===== config.mk =====
export PLATFORM = sky130hd
export DESIGN_NAME = data_ram_bridge
export DESIGN_NICKNAME = d
export VERILOG_FILES = /design/src/rtl/la_mem_pkg.sv /design/src/rtl/data_ram_bridge_lane_merge.sv /design/src/rtl/data_ram_bridge.sv
export SDC_FILE = /design/constraint.sdc
export NUM_CORES = 1
export LEC_CHECK = 0
export ABC_AREA = 0
export CORE_MARGIN = 2
export CORE_UTILIZATION = 45
export DETAILED_ROUTE_END_ITERATION = 10
export PLACE_DENSITY = 0.75
export SLEW_MARGIN = 20
export SYNTH_ARGS = -nofsm -noshare
export SYNTH_HDL_FRONTEND = slang
export SYNTH_HIERARCHICAL = 1
export SYNTH_SLANG_ARGS = --single-unit

===== constraint.sdc =====
create_clock -name i_clk -period 2.8 [get_ports i_clk]
set_input_delay 0.56 -clock i_clk [delete_from_list [all_inputs] [get_ports i_clk]]
set_output_delay 0.56 -clock i_clk [all_outputs]
set_load 0.03 [all_outputs]

===== src/rtl/la_mem_pkg.sv =====
// rtl/la_mem_pkg.sv - shared types and alignment check for the data RAM bridge
package la_mem_pkg;

  typedef enum logic [1:0] {
    SZ_B   = 2'd0,
    SZ_H   = 2'd1,
    SZ_W   = 2'd2,
    SZ_RSV = 2'd3
  } mem_size_t;

  typedef enum logic [2:0] {
    ST_IDLE  = 3'd0,
    ST_LOAD  = 3'd1,
    ST_MERGE = 3'd2,
    ST_WRITE = 3'd3,
    ST_RESP  = 3'd4
  } bridge_state_t;

  function automatic logic ALIGN_ERR(input mem_size_t sz, input logic [1:0] lo);
    case (sz)
      SZ_B:    ALIGN_ERR = 1'b0;
      SZ_H:    ALIGN_ERR = lo[0];
      SZ_W:    ALIGN_ERR = (lo != 2'b00);
      default: ALIGN_ERR = 1'b1;
    endcase
  endfunction

endpackage


===== src/rtl/data_ram_bridge_lane_merge.sv =====
// rtl/data_ram_bridge_lane_merge.sv - byte/half lane extract for loads and lane insert for stores
module lane_merge
  import la_mem_pkg::*;
(
  input  logic [31:0] i_word,
  input  logic [1:0]  i_addr_lo,
  input  logic [1:0]  i_size,
  input  logic        i_sign,
  input  logic [31:0] i_wdata,
  output logic [31:0] o_load,
  output logic [31:0] o_merged
);

  logic [7:0]  w_byte;
  logic [15:0] w_half;

  always_comb begin
    w_byte   = i_word[{i_addr_lo, 3'b000} +: 8];
    w_half   = i_addr_lo[1] ? i_word[31:16] : i_word[15:0];
    o_load   = i_word;
    o_merged = i_wdata;
    case (mem_size_t'(i_size))
      SZ_B: begin
        o_load   = {{24{i_sign & w_byte[7]}}, w_byte};
        o_merged = i_word;
        o_merged[{i_addr_lo, 3'b000} +: 8] = i_wdata[7:0];
      end
      SZ_H: begin
        o_load   = {{16{i_sign & w_half[15]}}, w_half};
        o_merged = i_word;
        o_merged[{i_addr_lo[1], 4'b0000} +: 16] = i_wdata[15:0];
      end
      default: begin
        o_load   = i_word;
        o_merged = i_wdata;
      end
    endcase
  end

endmodule


===== src/rtl/data_ram_bridge.sv =====
// rtl/data_ram_bridge.sv - sequential LSU to word-wide single-port data_ram bridge
module data_ram_bridge
  import la_mem_pkg::*;
#(
  parameter int ADDR_WIDTH = 15,
  parameter int DATA_WIDTH = 32
) (
  input  logic                  i_clk,
  input  logic                  i_reset,
  input  logic                  i_req,
  input  logic                  i_wr,
  input  logic [1:0]            i_size,
  input  logic                  i_sign,
  input  logic [31:0]           i_addr,
  input  logic [DATA_WIDTH-1:0] i_wdata,
  output logic                  o_addr_ok,
  output logic                  o_data_ok,
  output logic [DATA_WIDTH-1:0] o_rdata,
  output logic                  o_err,
  output logic [ADDR_WIDTH-1:0] o_ram_a,
  output logic [DATA_WIDTH-1:0] o_ram_d,
  output logic                  o_ram_we,
  input  logic [DATA_WIDTH-1:0] i_ram_spo
);

  bridge_state_t         r_state;
  logic [ADDR_WIDTH-1:0] r_word_a;
  logic [1:0]            r_addr_lo;
  mem_size_t             r_size;
  logic                  r_sign;
  logic [31:0]           r_wdata;
  logic [31:0]           r_wbuf;
  logic [31:0]           r_result;
  logic                  r_err;

  logic [31:0]           w_load;
  logic [31:0]           w_merged;
  logic                  w_unused_addr;

  // Bits above the RAM depth are dropped so the address wraps.
  assign w_unused_addr = ^i_addr[31:ADDR_WIDTH+2];

  lane_merge u_lane_merge (
    .i_word    (i_ram_spo),
    .i_addr_lo (r_addr_lo),
    .i_size    (r_size),
    .i_sign    (r_sign),
    .i_wdata   (r_wdata),
    .o_load    (w_load),
    .o_merged  (w_merged)
  );

  always_ff @(posedge i_clk) begin
    if (i_reset) begin
      r_state   <= ST_IDLE;
      r_word_a  <= '0;
      r_addr_lo <= '0;
      r_size    <= SZ_B;
      r_sign    <= 1'b0;
      r_wdata   <= '0;
      r_wbuf    <= '0;
      r_result  <= '0;
      r_err     <= 1'b0;
    end else begin
      case (r_state)
        ST_IDLE: begin
          if (i_req) begin
            r_word_a  <= i_addr[ADDR_WIDTH+1:2];
            r_addr_lo <= i_addr[1:0];
            r_size    <= mem_size_t'(i_size);
            r_sign    <= i_sign;
            r_wdata   <= i_wdata;
            r_result  <= '0;
            if (ALIGN_ERR(mem_size_t'(i_size), i_addr[1:0])) begin
              r_err   <= 1'b1;
              r_state <= ST_RESP;
            end else if (!i_wr) begin
              r_state <= ST_LOAD;
            end else if (mem_size_t'(i_size) == SZ_W) begin
              r_wbuf  <= i_wdata;
              r_state <= ST_WRITE;
            end else begin
              r_state <= ST_MERGE;
            end
          end
        end
        ST_LOAD: begin
          r_result <= w_load;
          r_state  <= ST_RESP;
        end
        ST_MERGE: begin
          r_wbuf  <= w_merged;
          r_state <= ST_WRITE;
        end
        ST_WRITE: r_state <= ST_RESP;
        ST_RESP: begin
          // Clear response fields so rdata/err are only non-zero alongside data_ok.
          r_result <= '0;
          r_err    <= 1'b0;
          r_state  <= ST_IDLE;
        end
        default: r_state <= ST_IDLE;
      endcase
    end
  end

  assign o_addr_ok = (r_state == ST_IDLE) && !i_reset;
  assign o_data_ok = (r_state == ST_RESP) && !i_reset;
  assign o_ram_we  = (r_state == ST_WRITE) && !i_reset;
  assign o_rdata   = r_result;
  assign o_err     = r_err;
  assign o_ram_d   = r_wbuf;
  assign o_ram_a   = (r_state == ST_IDLE) ? i_addr[ADDR_WIDTH+1:2] : r_word_a;

endmodule


# Word-level counts from Yosys, hierarchy flattened
# Index checks and enable logic that the tools add are counted.
# classes
n_mux	25
eq_ne	12
n_reduce_logical	16
addsub	2
shift	5
bitwise_logic	2
# ops
op	n
$pmux 32 s2	3
$mux 32	5
$pmux 32 s3	1
$bwmux 32	2
$shift 16x7->32 const A	1
$shift 8x7->32 const A	1
$shiftx 16x7->32	1
$shiftx 32x6->8	1
$shiftx 8x7->32	1
$mux 16	1
$mux 15	1
$neg 5->7	2
$ne 2x2->1 const B	5
$pmux 3 s3	1
$eq 3x2->1 const B	2
$mux 1	6
$mux 3	2
$reduce_bool 2->1	3
$reduce_and 5->1	1
$eq 2x1->1 const B	2
$logic_not 2->1	2
$reduce_and 2->1	2
$eq 3x1->1 const B	1
$eq 3x3->1 const B	1
other kinds (11)	14
# totals
register_bits	120
elab_cells	71
inputBits	103

# Logic depth before layout (Yosys ltp)
# logic_depth
ltp_word	8
depth_mapped	11

# Modules after synthesis
# The synthesis kept the hierarchy.
# modules_own_cells
mod	area_per_inst_um2	cells_per_inst	n_inst	seq_area_each_um2
data_ram_bridge	5302.6	567	1	2402.3
lane_merge	1926.8	256	1	0.0

# Least setup slack after synthesis
# OpenSTA, ideal clock, no wires.
# synth_timing
path_type	reg2reg
start	reg r_addr_lo[1]
end	reg r_wbuf[13], in the netlist o_ram_d[13]
arrival_ps	2397
stages_incl_launch_ff	12
setup_slack_ps	322
required_time_ps	2719
synth_period_minus_slack_ps	2478
cell_sequence	dfxtp_1 > buf_2 > clkinv_1 > buf_2 > ha_1 > nand4b_1 > or4_1 > buf_2 > o221ai_1 > mux2_2 > a21oi_2 > a211oi_2
# synth_between
elab_chain_cells	5
# synth_lines
element	line_no	rtl
from (decl)	data_ram_bridge.sv:28	logic [1:0] r_addr_lo;
from (signal assigned)	data_ram_bridge.sv:69	r_addr_lo <= i_addr[1:0];
$neg 5->7 (on tied branches)	data_ram_bridge_lane_merge.sv:31, data_ram_bridge_lane_merge.sv:26	
$shiftx 16x7->32, or another cell as far along	data_ram_bridge_lane_merge.sv:31	o_merged[{i_addr_lo[1], 4'b0000} +: 16] = i_wdata[15:0];
$bwmux 32 (on tied branches)	data_ram_bridge_lane_merge.sv:31, data_ram_bridge_lane_merge.sv:26	
$pmux 32 s2 *	data_ram_bridge_lane_merge.sv:22	case (mem_size_t'(i_size))
via w_merged[13]	data_ram_bridge.sv:37	logic [31:0] w_merged;
$pmux 32 s2 *	data_ram_bridge.sv:65	case (r_state)
to (signal assigned)	data_ram_bridge.sv:80	r_wbuf <= i_wdata;
to (signal assigned)	data_ram_bridge.sv:92	r_wbuf <= w_merged;
to (decl)	data_ram_bridge.sv:32	logic [31:0] r_wbuf;
# Mark *: on every way through the listed nets, which the timed path passes. The rest lies on a longest branch.
# A chain may end at the register's enable or synchronous reset.

# Worst setup path after layout
# layout_timing
start	reg r_state[2]
end	out o_ram_a[11]
# layout_between
elab_chain_cells	2
# layout_lines
element	line_no	rtl
from (decl)	data_ram_bridge.sv:26	bridge_state_t r_state;
from (signal assigned)	data_ram_bridge.sv:55	r_state <= ST_IDLE;
from (signal assigned)	data_ram_bridge.sv:76	r_state <= ST_RESP;
from (signal assigned)	data_ram_bridge.sv:78	r_state <= ST_LOAD;
$logic_not 3->1	data_ram_bridge.sv:113	assign o_ram_a = (r_state == ST_IDLE) ? i_addr[ADDR_WIDTH+1:2] : r_word_a;
$mux 15	data_ram_bridge.sv:113	
to (decl)	data_ram_bridge.sv:20	output logic [ADDR_WIDTH-1:0] o_ram_a,
# Every way passes these cells.

==> results.md <==
Status:
- The flow ran to the end, and the final reports show no timing, DRC or antenna violations.

Route:
- The number of antenna-violating nets in the routed design is 0.
- The number of vias per cell is 5.86.
- For this run, the detailed router's first-pass iteration total came to 5.
- The final layout contains routed wiring with a total length of between 20 and 25 mm.
- The routed length per instance is 18.6 um.
- For this run, design rule violations remaining after detail routing come to 0.
- The final route contains 7,033 vias.
- The DRC violation total after the first TritonRoute iteration is 744.

Synth:
- Summing the areas of all compound-gate instances in the mapped netlist gives 30.6% of the synthesized area.
- The cell area that synthesis handed to floorplanning was 7230 um^2.
- Counting instances in the post-synthesis netlist gives the leading cell types as nand2_1, dfxtp_1, nor2_1.
- The most common cell in the synthesized netlist is nand2_1.
- Counting distinct cell types in the post-synthesis netlist gives 56.
- The area share of the largest cell type after synthesis is 33.2%.
- The number of enable flip-flop cells after synthesis is 0.
- The synthesized netlist devotes 0.865% of its cell area to adder and majority cells.
- Synthesis produced 823 cells.
- Ranked by total cell area, the synthesized netlist is headed by dfxtp_1, mux2_2, nand2_1.
- The average footprint of a synthesized cell is a little under 9 um^2.
- After synthesis, the share of cell area in mux cells is ~13%.
- Among all flip-flop cells after synthesis, the most frequent one is dfxtp_1.
- The fraction of the mapped netlist area in simple logic gates is 15.5%.
- Of all flip-flops after synthesis, the portion carrying an async set or reset was 0%.
- The main combinational cell family by area after synthesis is compound AO/OA/AOI/OAI gates.
- The number of nets produced by synthesis is 931.
- The number of flip-flops and latches in the synthesized netlist is 120.
- The number of warning messages in the yosys log is 6.
- After synthesis, flip-flops and latches occupy roughly 33% of the total area.
- The library cell occupying the most area in the post-synthesis netlist is dfxtp_1.
- The synthesized netlist devotes 0% of its cell area to XOR and XNOR gates.

Clock tree:
- The clock drives 120 sinks.
- The CTS tree is built.
- The buffer depth of the longest clock path is 2.
- The number of buffers created by CTS is 17.
- The H-tree was split into 4 levels.
- CTS placed an instance of clkbuf_16 at the clock tree root.
- The number of hold buffers added after CTS was 0.
- The clock transition at the register clock pins on the worst setup and hold paths after CTS is 0.05 ns.
- The later pin in the worst-skew pair is clocked with a latency of 0.42 ns.

Final layout:
- The post-synthesis to final-layout area growth is 34.7%.
- Of the cells placed in the final design, the portion with a size suffix greater than 1 is about a fifth.
- The number of inserted diodes is 0.
- The count of non-filler cells in the finished layout is ~1,200.
- The net total in the final layout is between 1,000 and 1,500.
- The layout has 1,369 filler cells.

Floorplan:
- The area of the placeable core is 15,800 um^2.
- The width of the chip is about 130 um.
- The initial utilization of the core area, before any placement, comes to 45.8%.
- The number of top-level pins is about 190.
- The die covers 17,100 um^2.
- The y dimension of the die is 131 um.
- The initialized floorplan defines between 40 and 50 standard-cell rows.

STA:
- The final setup TNS is 0 ns.
- The number of hold violations in the final report is 0.
- Setup repair after global routing left no endpoint under its margin.
- In this run the tightest slew margin relative to its limit is 42.7%.
- Subtracting the final worst setup slack from the clock period gives ~2.7 ns.
- The final critical path takes up a little over nine tenths of the cycle.
- Setup violations remaining at the end of the flow were counted as 0.
- Hold timing on the final database bottoms out at a slack of 0.454 ns.
- Derived from the worst setup path, the maximum achievable clock frequency is 0.375 GHz.
- For the pin with the worst max-slew slack, the measured transition is 0.860 ns.
- The final number of max-transition violations is 0.
- Between clock sinks in the finished design, the worst skew comes to about 0.0090 ns.

Place:
- Input and output buffers added on the ports amount to 170.
- The wire-length estimate of the detail-placed layout is 16.0 mm.
- The placer congestion estimate is 0.921.
- After detailed placement, the design holds a cell count of ~1,200.

Global route:
- For met2 alone, demand over resource in global routing was 40.9%.
- Global routing consumed, on the met1 layer, 35.7% of the routing resources.
- The number of global-route vias before repair is 6,484.
- In this run the most used layer during global routing was met2.
- The number of antenna violations at the first check in global routing is 0.
- Global routing used 26.1% of the available tracks across all layers.
- The pin count of the biggest net entering global routing is 100.
- Global routing consumed, on the met3 layer, 6.39% of the routing resources.
- The first global-routing pass estimated roughly 35 mm of wire.
- Summed over all layers, the global routing overflow is 0.

Critical path:
- The arrival time at the worst endpoint is 2.11 ns.
- The endpoint of the lowest-slack register-to-register path is o_ram_d[17]$_SDFFE_PP0P_.
- STA classifies the critical path endpoint as a primary output.
- Data on the critical path is required at its endpoint by 2.24 ns.
- In this run the worst path has a maximum fanout of 17.
- The path type of the worst setup path is reg2out.
- The origin of the critical flop-to-flop path is r_size[0]$_SDFFE_PP0P_.
- For flop-to-flop paths, the worst setup slack is 0.34 ns.
- The critical path launch point type is a flip-flop.
- For the worst flop-to-flop path, the logic depth is 6.

Worst hold path:
- The worst hold path terminates at r_word_a[3]$_SDFFE_PP0P_.
- The startpoint of the tightest hold check path is r_word_a[3]$_SDFFE_PP0P_.
- The worst min-delay path category is reg2reg.
- The worst hold path was traced through 2 stages.

Power:
- The power per unit of standard cell area is 575 nW/um^2.
- The static power due to leakage is 3.40 nW.
- Across the VDD grid, the largest voltage drop is ~0.43 mV.

Job:
- Across the run, the number of max-cap violations was 0.
[worst max path at each step]
stage | startpoint | end | slack [ns] | depth (start not counted)
after global routing | r_state[2]$_SDFFE_PP0P_ | o_ram_a[9] | 0.05 | 4
after floorplan | r_addr_lo[1]$_SDFFE_PP0P_ | o_ram_d[13]$_SDFFE_PP0P_ | 0.32 | 11
final | r_state[2]$_SDFFE_PP0P_ | o_ram_a[11] | 0.13 | 4
after CTS | r_state[2]$_SDFFE_PP0P_ | o_ram_a[1] | 0.05 | 4
after global placement | i_ram_spo[17] | o_ram_d[17]$_SDFFE_PP0P_ | 0.23 | 7
after detailed placement | i_ram_spo[17] | o_ram_d[17]$_SDFFE_PP0P_ | 0.24 | 7
[critical path, stage by stage, from the launching register on]
cell and delay (ns):
dfxtp_1 0.33, nor3_4 0.19, buf_6 0.22, mux2_1 0.35
clkdlybuf4s50_1 0.60
[state kept, by name, indices dropped and copies added, names as in the netlist]
register	count
r_state	3
o_err	1
r_word_a	15
r_wdata	32
r_size	2
o_ram_d	32
r_addr_lo	2
r_sign	1
o_rdata	32
[logic make-up after synthesis]
logic type,count (synthesis)
compound gates,283
simple gates,248
flops,120
buf+inv,93
mux,74
fa+ha+maj,5
[metal layers]
layer,vias up,share of wire [%]
li1,3334,-
met4,0,2.3
met3,46,8.3
met1,3291,43
met5,-,0
met2,362,46
[area by class of cell]
cell class | count | area, um^2 | area share, %
clock inverter | 10 | 150 | 1.54
timing repair buffer | 210 | 2050 | 21.1
inverter | 14 | 52.6 | 0.539
clock buffer | 21 | 460 | 4.73
tap | 216 | 270 | 2.77
multi-input combinational | 610 | 4350 | 44.6
sequential | 120 | 2400 | 24.7
[through the flow]
step           total power, W  cell area, um^2  worst slack [ns]  util (%)
2_1_floorplan         0.00281             7230             0.322         -
3_3_place_gp          0.00332             9120             0.227      57.8
3_5_place_dp          0.00334             9120             0.236      57.8
4_1_cts               0.00563             9730            0.0528      61.7
5_1_grt               0.00582             9740            0.0456      61.8
6_report              0.00560             9740             0.130      61.8
[report_power, final]
group	switching [W]	total (W)	leakage, nW	internal [W]
sequential	0.0000895	0.00190	0.979	0.00181
clock	0.000757	0.00228	0.306	0.00152
combinational	0.000783	0.00143	2.12	0.000642
[cells in the final DEF, fill, tap and decap left out, drive strengths merged, types with 7 or more instances in the layout]
| cell type | synthesis | routed |
|---|---|---|
| clkdlybuf4s50 | 0 | 168 |
| nand2 | 126 | 126 |
| dfxtp | 120 | 120 |
| a21oi | 98 | 98 |
| nor2 | 74 | 74 |
| mux2 | 63 | 63 |
| a22oi | 53 | 53 |
| buf | 52 | 42 |
| a211oi | 33 | 33 |
| o21ai | 21 | 21 |
| clkbuf | 27 | 21 |
| a22o | 16 | 16 |
| a221o | 16 | 16 |
| a2bb2oi | 14 | 14 |
| inv | 11 | 11 |
| nand2b | 9 | 9 |
| nand3 | 9 | 9 |
| clkinv | 3 | 9 |
| a31oi | 8 | 8 |
| mux4 | 8 | 8 |
| a221oi | 7 | 7 |
| o221ai | 7 | 7 |
| nand3b | 7 | 7 |
[timing repair]
item | CTS | global route
resized for setup | 0 | 1
setup buffers | 0 | 0
endpoints found under the setup margin | 0 | 4
(Power assumes the default switching activity.)
